<file path="config.mk">
export PLATFORM = sky130hd
export DESIGN_NAME = ram_sync_read_be_clr
export DESIGN_NICKNAME = d
export VERILOG_FILES = /design/src/rtl/ram_sync_read_be_clr.sv
export SDC_FILE = /design/constraint.sdc
export NUM_CORES = 1
export LEC_CHECK = 0
export ABC_CLOCK_PERIOD_IN_PS = 4400
export CORE_ASPECT_RATIO = 1.75
export CORE_UTILIZATION = 60
export DETAILED_ROUTE_END_ITERATION = 16
export PLACE_DENSITY = 0.83
export SETUP_SLACK_MARGIN = 0.5
export SYNTH_ARGS = -nofsm -noshare
export SYNTH_HDL_FRONTEND = slang
export SYNTH_SLANG_ARGS = --single-unit
</file>
<file path="constraint.sdc">
create_clock -name clock -period 4.4 [get_ports clock]
set_clock_uncertainty 0.1 [all_clocks]
set_input_delay 0.44 -clock clock [delete_from_list [all_inputs] [get_ports clock]]
set_output_delay 0.44 -clock clock [all_outputs]
set_load 0.03 [all_outputs]
</file>
<file path="src/rtl/ram_sync_read_be_clr.sv">
// Simple-dual-port synchronous RAM for the cache data and tag arrays.
// It has byte-lane write enables, a selectable read-during-write result and
// a clear sequencer. The sequencer sweeps every entry to CLR_VALUE after
// reset and whenever clear is requested.
module ram_sync_read_be_clr #(
  parameter int                AWIDTH    = 3,
  parameter int                DWIDTH    = 32,
  parameter int                RDW_MODE  = 0,
  parameter logic [DWIDTH-1:0] CLR_VALUE = '0
) (
  input  logic                  clock,
  input  logic                  reset,
  input  logic                  clear,
  output logic                  ready,
  input  logic                  we,
  input  logic [AWIDTH-1:0]     waddr,
  input  logic [DWIDTH-1:0]     din,
  input  logic [DWIDTH/8-1:0]   be,
  input  logic                  re,
  input  logic [AWIDTH-1:0]     raddr,
  output logic [DWIDTH-1:0]     dout,
  output logic                  dout_valid
);

  localparam int DEPTH  = 1 << AWIDTH;
  localparam int NBYTES = DWIDTH / 8;

  typedef enum logic {CLEAR, READY} state_t;

  state_t              state;
  state_t              state_next;
  logic [AWIDTH-1:0]   clr_cnt;
  logic [NBYTES-1:0]   wr_lane;
  logic [AWIDTH-1:0]   wr_addr;
  logic [DWIDTH-1:0]   wr_data;
  logic                rd_accept;
  logic [DWIDTH-1:0]   rd_data;

  logic [DWIDTH-1:0]   mem [DEPTH];

  // State register: reset always starts a fresh sweep.
  // NOTE: sequential state uses non-blocking assignments so every flop
  // samples pre-edge values regardless of block ordering.
  always_ff @(posedge clock or posedge reset) begin
    if (reset) state <= CLEAR;
    else       state <= state_next;
  end

  // Next state: finish the sweep on the last entry; clear restarts or enters it.
  always_comb begin
    // NOTE: default first so no path leaves state_next unassigned (no latch).
    state_next = state;
    unique case (state)
      CLEAR: if (!clear && clr_cnt == AWIDTH'(DEPTH - 1)) state_next = READY;
      READY: if (clear) state_next = CLEAR;
      default: state_next = CLEAR;
    endcase
  end

  // Output decode: ready comes straight from the state flop.
  always_comb begin
    ready = (state == READY);
  end

  // Sweep counter: advances while clearing, wraps to 0 after the last entry.
  always_ff @(posedge clock or posedge reset) begin
    if (reset)                clr_cnt <= '0;
    else if (clear)           clr_cnt <= '0;
    else if (state == CLEAR)  clr_cnt <= clr_cnt + 1'b1;
  end

  // Write port select: the sweep owns the port while clearing; user writes
  // are dropped on a clear edge.
  always_comb begin
    wr_lane = '0;
    wr_addr = waddr;
    wr_data = din;
    if (state == CLEAR) begin
      wr_lane = '1;
      wr_addr = clr_cnt;
      wr_data = CLR_VALUE;
    end else if (!clear && we) begin
      wr_lane = be;
    end
  end

  // Byte-lane write into the array.
  // NOTE: the array has no reset; the clear sweep gives it known contents.
  always_ff @(posedge clock) begin
    for (int i = 0; i < NBYTES; i++) begin
      if (wr_lane[i]) mem[wr_addr][8*i +: 8] <= wr_data[8*i +: 8];
    end
  end

  // Read data: old contents, or new bytes merged in when RDW_MODE is 1.
  always_comb begin
    rd_accept = (state == READY) && !clear && re;
    rd_data   = mem[raddr];
    if (RDW_MODE == 1 && wr_addr == raddr) begin
      for (int i = 0; i < NBYTES; i++) begin
        if (wr_lane[i]) rd_data[8*i +: 8] = din[8*i +: 8];
      end
    end
  end

  // Registered read port: dout holds when no read is accepted.
  always_ff @(posedge clock or posedge reset) begin
    if (reset) begin
      dout       <= '0;
      dout_valid <= 1'b0;
    end else begin
      dout_valid <= rd_accept;
      if (rd_accept) dout <= rd_data;
    end
  end

endmodule
</file>
After elaboration in Yosys (flattened, before gate mapping):

Memories as Yosys holds them, arrays and structs flattened. A register that Yosys moved wholly into a read port is not among the register bits.
Index checks and enable logic that the tools add are counted.

* equal/unequal tests: 2
* bitwise operators: 1
* reductions and logical operators: 5
* muxes and demuxes: 17
* $add $sub $neg: 1

Operators by type and width (count)
* 32-bit 2-to-1 mux: 1
* 1-bit 2-to-1 mux: 10
* 3-bit 2-to-1 mux: 3
* 4-bit 2-to-1 mux: 2
* 1-bit logical AND: 4
* 3-bit by 1-bit adder with 3-bit output, second input constant: 1
* 3-bit == test, second input constant: 1
* 2-bit inequality test, second input constant: 1
* 1-bit case mux with 2 select lines: 1
* 1-bit logical NOT: 1
* 1-bit inverter: 1

* RAM bits: 256
* logic and storage cells: 30
* output and inout bits: 34
* memories: 1
* bits in registers: 5
* input bits: 47

Memories
* mem: depth 8, width 32, rd ports 1, clocked after Yosys merged registers in 1, write ports 1, RTL line 39 `logic [DWIDTH-1:0] mem [DEPTH];`

Longest topological paths before layout:

Gate-level depths: netlist of run 1.

* depth in word-level cells: 6
* depth in mapped cells: 6
* gate-level depth less buffers: 4

Worst setup path after synthesis of run 1:

Ideal clock, no wire load.

* kind: register -> register
* start point: register state, in the netlist ready
* end point: memory mem[2][16], enable pin
* data arrival time: 1.659 ns
* setup slack: 2.271 ns
* cell stages (with the launch flop): 5
* library setup time: 0.370 ns
* cells stage by stage: dfrtp_1 buf_2 buf_2 o32a_1 nor2_1

* cells in the longest elaborated chain, start to end: 3

Ends and longest elaborated chain
* from (decl): RTL line 30 `state_t state;`
* from (signal assigned): RTL line 46 `else state <= state_next;`
* 4-bit 2-to-1 mux: RTL line 78 `if (state == CLEAR) begin`
* 1-bit 2-to-1 mux: RTL line 91 `if (wr_lane[i]) mem[wr_addr][8*i +: 8] <= wr_data[8*i +: 8];`
* 1-bit 2-to-1 mux (implied by the code): RTL line 91
* to (decl): RTL line 39

Several ways; a longest one is shown, not always the timed one.

Final worst setup path of run 1:

* start point: register state, in the netlist ready
* end point: output ready

RTL lines
* to (decl): RTL line 14 `output logic ready,`

No word-level cell between the ends.

==> reports/metrics.yaml, run 1 <==
layout:
  final.fill_count: 1216
  n_antenna_cell: 0
  areaGrowthSynthToFinish_pct: 14.3
  mostFrequentLayoutCell: "edfxtp_1"
  post-route-cell-area_um2: 13600
  final_core_utilization_pct: 70.6
  drive_gt1_share_pct: 18.4
  layout_common_cells: "edfxtp_1, clkdlybuf4s50_1, mux2i_1"
  finalNetCount: 830
timing:
  worst_pin_slew_ns: 0.974
  achievable-frequency_ghz: 0.322
  fin_crit_sh_pct: 70.6
  unrepaired_setup_endpoints_after_global_routing: "no"
  finalCriticalPeriod_ns: 3.11
  relSlewSlack_pct: 34.8
  setup_viol: 0
  timing.final.max_slew_violations: 0
  hold-worst-slack_ns: 0.271
  hold_violations: 0
  timing.setup.tns_ns: 0
die:
  design.portCount: 81
  starting_utilization_of_the_core_area_pct: 61.8
  fp.coreArea_um2: 19300
  die_outline_area_um2: 20400
  chipHeight_um: 188
  chip_width_um: 109
  number_of_cell_rows: 67
global_routing:
  grt_pass1_vias: 6588
  grt_start_max_net_pins: 66
  globalRouteTotalUtil_pct: 23.8
  use_met3_pct: 3.04
  use_met1_pct: 29.7
  use_met2_pct: 41.4
  first_pass_grt_wire_length_um: 36000
  busiest_layer: "met2"
  grt_antenna_before_repair: 0
  globalRouteOverflowTotal: 0
min_path:
  hold_path.class: "input pin to async pin"
placed_design:
  count_of_input_and_output_buffers: 80
  detailedPlacementHpwl_um: 14900
  postPlaceCellArea_um2: 12800
  gpl.final_weighted_congestion: 0.784
run_status:
  run_status: "complete, no violations"
route:
  vias: 6348
  routed_wirelength_um: 23400
  post_drt_via_cell_ratio: 6.10
  drt_first_iter_violations: 359
  detail_route.drc_violations: 0
  route.antenna.remaining_nets: 0
  wire_per_inst_um: 22.5
  drt_first_pass_iters: 4
setup_path:
  crit_arrival_ns: 2.57
  worst-setup-path-type: "flip-flop to primary output"
  timing.critical_path.fanout_max: 32
  timing.critical_path.required_ns: 3.86
  worst_setup_path_end_kind: "primary output"
  critical_path.startpoint_type: "flip-flop"
  cp_slowest_cell: "dfrtp_1"
  cp_slowest_stage_delay_ns: 0.88
  path_cells: "buf_4 -> clkdlybuf4s50_1"
synthesis:
  syn_avg_cell_area_um2: 16.8
  synth_largest_area_cell: "edfxtp_1"
  synth_warnings: 0
  post_synth_main_area_contributors: "edfxtp_1, dfrtp_1, mux2_2"
  number_of_synthesized_register_bits: 293
  cell_count_after_synthesis: 708
  synth_seq_area_share_pct: 72.3
  ys_types: 32
  syn-cell-area_um2: 11900
  fraction_of_post_synthesis_cell_area_in_the_top_cell_type_by_area_pct: 64.6
  syn-num-nets: 757
clocking:
  cts_num_sinks: 293
  ctsResizeCount: 0
  clk_pin_slew_worst_paths_ns: 0.07
  post-cts-setup-buffer-count: 0
  htree_num_levels: 1
  clk_path_buf_depth: 3
  cts_hold_buf: 0
  worst_skew_pair.late_latency_ns: 0.52
  clock-root-buffer: "clkbuf_16"
  tritoncts.num_buffers: 24
  tritoncts: "built"
pwr:
  p_leak_nw: 5.00
  worst_ir_drop_vdd_mv: 0.359
  power.density_cell_area_nw_per_um2: 438
flow_run:
  cap_violations: 0
critical path, delay by kind of cell, from the launching register on:
kind | cells | cell delay (ns)
buf+inv | 2 | 1.16
flops | 1 | 0.88
cells by family after synthesis:
kind of cell / after synthesis / synth area share, %
flip-flops: 293 / 72.3
multiplexers: 131 / 11.7
AND/OR/NAND/NOR: 121 / 4.96
AO/OA/AOI/OAI: 112 / 8.17
buffers and inverters: 49 / 2.65
adder cells (fa/ha/maj): 2 / 0.210
registers in the layout (all words and copies together), names as in the netlist:
register and cells:
ready 1, clr_cnt 3, dout_valid 1, mem 256
dout 32
final cells by class:
type | count | area [um2] | area share [%]
tap | 241 | 302 | 2.21
clock inverter | 13 | 119 | 0.873
sequential | 293 | 8610 | 63.3
clock buffer | 31 | 688 | 5.05
timing repair buffer | 88 | 871 | 6.40
multi-input combinational | 366 | 2990 | 22.0
inverter | 8 | 30.0 | 0.221
metal layers:
layer,share of wire (%),wire length (um)
met1,37,8620
met3,5.9,1380
met2,54,12700
met5,0,0
met4,2.8,658
synth_stat cells (all sizes together):
cell type,count
a21boi,1
a21oi,9
a22o,32
a31oi,1
a32oi,1
and2,39
and3,1
and4b,1
buf,20
clkbuf,21
dfrtp,37
edfxtp,256
ha,2
inv,8
mux2,64
mux2i,67
nand2,34
nand2b,2
nand3,1
nand3b,2
nor2,35
nor2b,3
nor3,2
nor4bb,1
o21ai,3
o22ai,32
o31ai,32
o32a,1
worst paths after layout:
| path | to | cells after the start | from | slack, ns |
|---|---|---|---|---|
| worst max-delay path | ready | 2 | ready$_DFF_PP0_ | 1.29 |
| worst min-delay path | dout[11]$_DFFE_PP0P_ | 3 | reset | 0.27 |
| worst max register to register | mem[4][10]$_DFFE_PP_ | 3 | ready$_DFF_PP0_ | 1.57 |
| worst min register to register | dout[14]$_DFFE_PP0P_ | 2 | dout[14]$_DFFE_PP0P_ | 0.39 |
| max in group asynchronous | ready$_DFF_PP0_ | 3 | reset | 3.54 |
| min in group clock | dout[14]$_DFFE_PP0P_ | 2 | dout[14]$_DFFE_PP0P_ | 0.39 |
power by group:
group / internal (mW) / leakage [nW] / switching, mW / total [mW]
registers: 3.17 / 2.97 / 0.0603 / 3.23
logic: 0.239 / 1.63 / 0.352 / 0.591
clock network: 1.22 / 0.392 / 0.923 / 2.15
per-stage QoR:
step / worst slack [ns] / power [mW] / instances
after floorplan: 2.27 / 3.65 / 708
after global placement: 1.61 / 3.85 / 996
after detailed placement: 1.45 / 3.88 / 996
after CTS: 1.27 / 5.99 / 1040
after global routing: 1.15 / 6.14 / 1040
final: 1.29 / 5.97 / 1040
Power figures use the tool's default switching activity.
==> inputs of run 2 (changes only) <==
Settings changed: ABC_CLOCK_PERIOD_IN_PS 4400 to 3100, CORE_UTILIZATION 60 to 59, PLACE_DENSITY 0.83 to 0.82.
Clock period 4.4 ns to 3.1 ns, I/O delays scaled along.
==> reports/metrics.yaml, run 2 (synthesized netlist as in run 1, its figures left out) <==
run_status:
  run_status: "complete, no violations"
layout:
  mostFrequentLayoutCell: "edfxtp_1"
  finalNetCount: 847  # +2.0%
  multi_input_comb_area_um2: 2990  # -0.25%
  final_core_utilization_pct: 69.7  # -0.90 points
  largest_register_ff_count: 256  # unchanged
  regArea_um2: 8610  # about the same
  largest_register: "mem"
  layout_common_cells: "edfxtp_1, clkdlybuf4s50_1, mux2i_1"
  top_regs: "mem x256, dout x32, clr_cnt x3"
  areaGrowthSynthToFinish_pct: 15.5
  final.fill_count: 1288  # +5.9%
  drive_gt1_share_pct: 19.7  # +1.3 points
  n_antenna_cell: 0  # unchanged
timing:
  hold-worst-slack_ns: 0.144  # -0.127 ns
  setup_viol: 0  # unchanged
  achievable-frequency_ghz: 0.426
  fin_crit_sh_pct: 75.8
  worst_pin_slew_ns: 1.11  # +0.133 ns
  relSlewSlack_pct: 25.8  # -9.1 points
  timing.final.max_slew_violations: 0  # unchanged
  finalCriticalPeriod_ns: 2.35
  unrepaired_setup_endpoints_after_global_routing: "no"
  timing.setup.tns_ns: 0  # unchanged
  hold_violations: 0  # unchanged
global_routing:
  grt_start_max_net_pins: 66  # unchanged
  first_pass_grt_wire_length_um: 37900  # +5.5%
  grt_pass1_vias: 6840  # +3.8%
  globalRouteOverflowTotal: 0  # unchanged
  grt_antenna_before_repair: 0  # unchanged
  globalRouteTotalUtil_pct: 25.1  # +1.3 points
clocking:
  post-cts-setup-buffer-count: 0  # unchanged
  cts_num_sinks: 293  # unchanged
  worst_skew_pair.late_latency_ns: 0.52  # about the same
  tritoncts: "built"
  tritoncts.num_buffers: 25  # +4.2%
  clk_pin_slew_worst_paths_ns: 0.07  # about the same
  clock-root-buffer: "clkbuf_16"
  clk_path_buf_depth: 3  # unchanged
  htree_num_levels: 1  # unchanged
  cts_hold_buf: 0  # unchanged
route:
  detail_route.drc_violations: 0  # unchanged
  post_drt_via_cell_ratio: 6.12  # +0.31%
  drt_first_pass_iters: 5  # +1
  drt_first_iter_violations: 390  # +8.6%
  wire_per_inst_um: 23.6  # +5.2%
  routed_wirelength_um: 25100  # +7.3%
  vias: 6496  # +2.3%
  route.antenna.remaining_nets: 0  # unchanged
die:
  number_of_cell_rows: 68  # +1.5%
  die_outline_area_um2: 20800  # +1.7%
  fp.coreArea_um2: 19700  # +2.4%
  chip_width_um: 109  # +0.82%
  chipHeight_um: 190  # +0.84%
  design.portCount: 81  # unchanged
  starting_utilization_of_the_core_area_pct: 60.3  # -1.4 points
setup_path:
  path_cells: "nor2b_1 -> a31oi_1 -> nor2_1"
  timing.critical_path.fanout_max: 23  # -28%
  critical_path.startpoint_type: "flip-flop"
  cp_slowest_stage_delay_ns: 0.78  # -0.10 ns
  rr_startpoint: "ready$_DFF_PP0_"
  worst_setup_path_end_kind: "flip-flop"
  worstRegToRegCells: 3  # unchanged
  crit_arrival_ns: 2.39  # -0.18 ns
  worst-setup-path-type: "flip-flop to flip-flop"
  cp_slowest_cell: "nor2_1"
  timing.critical_path.required_ns: 3.14  # -0.72 ns
  crit_path_start: "ready$_DFF_PP0_"
placed_design:
  detailedPlacementHpwl_um: 16500  # +10%
  gpl.final_weighted_congestion: 0.758  # -3.4%
  count_of_input_and_output_buffers: 80  # unchanged
pwr:
  worst_ir_drop_vdd_mv: 0.405  # +13%
  power.density_cell_area_nw_per_um2: 617  # +41%
  p_leak_nw: 5.11  # +2.2%
min_path:
  hold_path.class: "input pin to async pin"
flow_run:
  cap_violations: 0  # unchanged
==> run 2: path summary, 6_finish.rpt <==
check,slack [ns],to
max,0.75,mem[5][17]$_DFFE_PP_
min in group clock,0.39,dout[19]$_DFFE_PP0P_
min,0.14,dout[21]$_DFFE_PP0P_
max in group asynchronous,2.05,dout[3]$_DFFE_PP0P_
min reg2reg,0.39,dout[19]$_DFFE_PP0P_
max reg2reg,0.75,mem[5][17]$_DFFE_PP_
==> run 2: per-layer routing <==
layer  vias up  track usage [%]  routed length [um]
li1       2906                -                   -
met1      3266             30.2                9320
met2       262             44.0               13400
met3        62             3.91                1480
met4         0             11.1                 918
met5         -                0                   0
==> run 2: area by class of cell <==
cell class | instances | area share, %
multi-input combinational | 366 | 21.7
sequential | 293 | 62.6
clock inverter | 14 | 0.891
inverter | 8 | 0.218
clock buffer | 31 | 4.78
tap | 245 | 2.23
timing repair buffer | 104 | 7.58
==> run 2: worst max-delay path, delay by kind of cell, from the launching register on <==
kind             cells  cell delay [ns]
AO/OA/AOI/OAI        1             0.19
flip-flops           1             0.54
AND/OR/NAND/NOR      2             1.14
==> run 2: timing repair <==
action | in CTS | in global routing
endpoints found under the setup margin | 1 | 1
hold endpoints to repair | 0 | 0
gates resized for setup | 1 | 1
==> run 2: stage by stage <==
step,cell area [um2],power (mW),std cells,worst slack [ns]
2_1_floorplan,11900,5.18,708,0.971
3_3_place_gp,13000,5.50,1016,0.707
3_5_place_dp,13000,5.55,1016,0.605
4_1_cts,13800,8.52,1061,0.540
5_1_grt,13800,8.74,1061,0.697
6_report,13800,8.49,1061,0.751
==> run 2: power breakdown <==
group	total (mW)	switching, mW	internal [mW]
logic	0.894	0.525	0.369
clock network	3.02	1.34	1.68
registers	4.58	0.0812	4.50
total	8.49	1.95	6.54
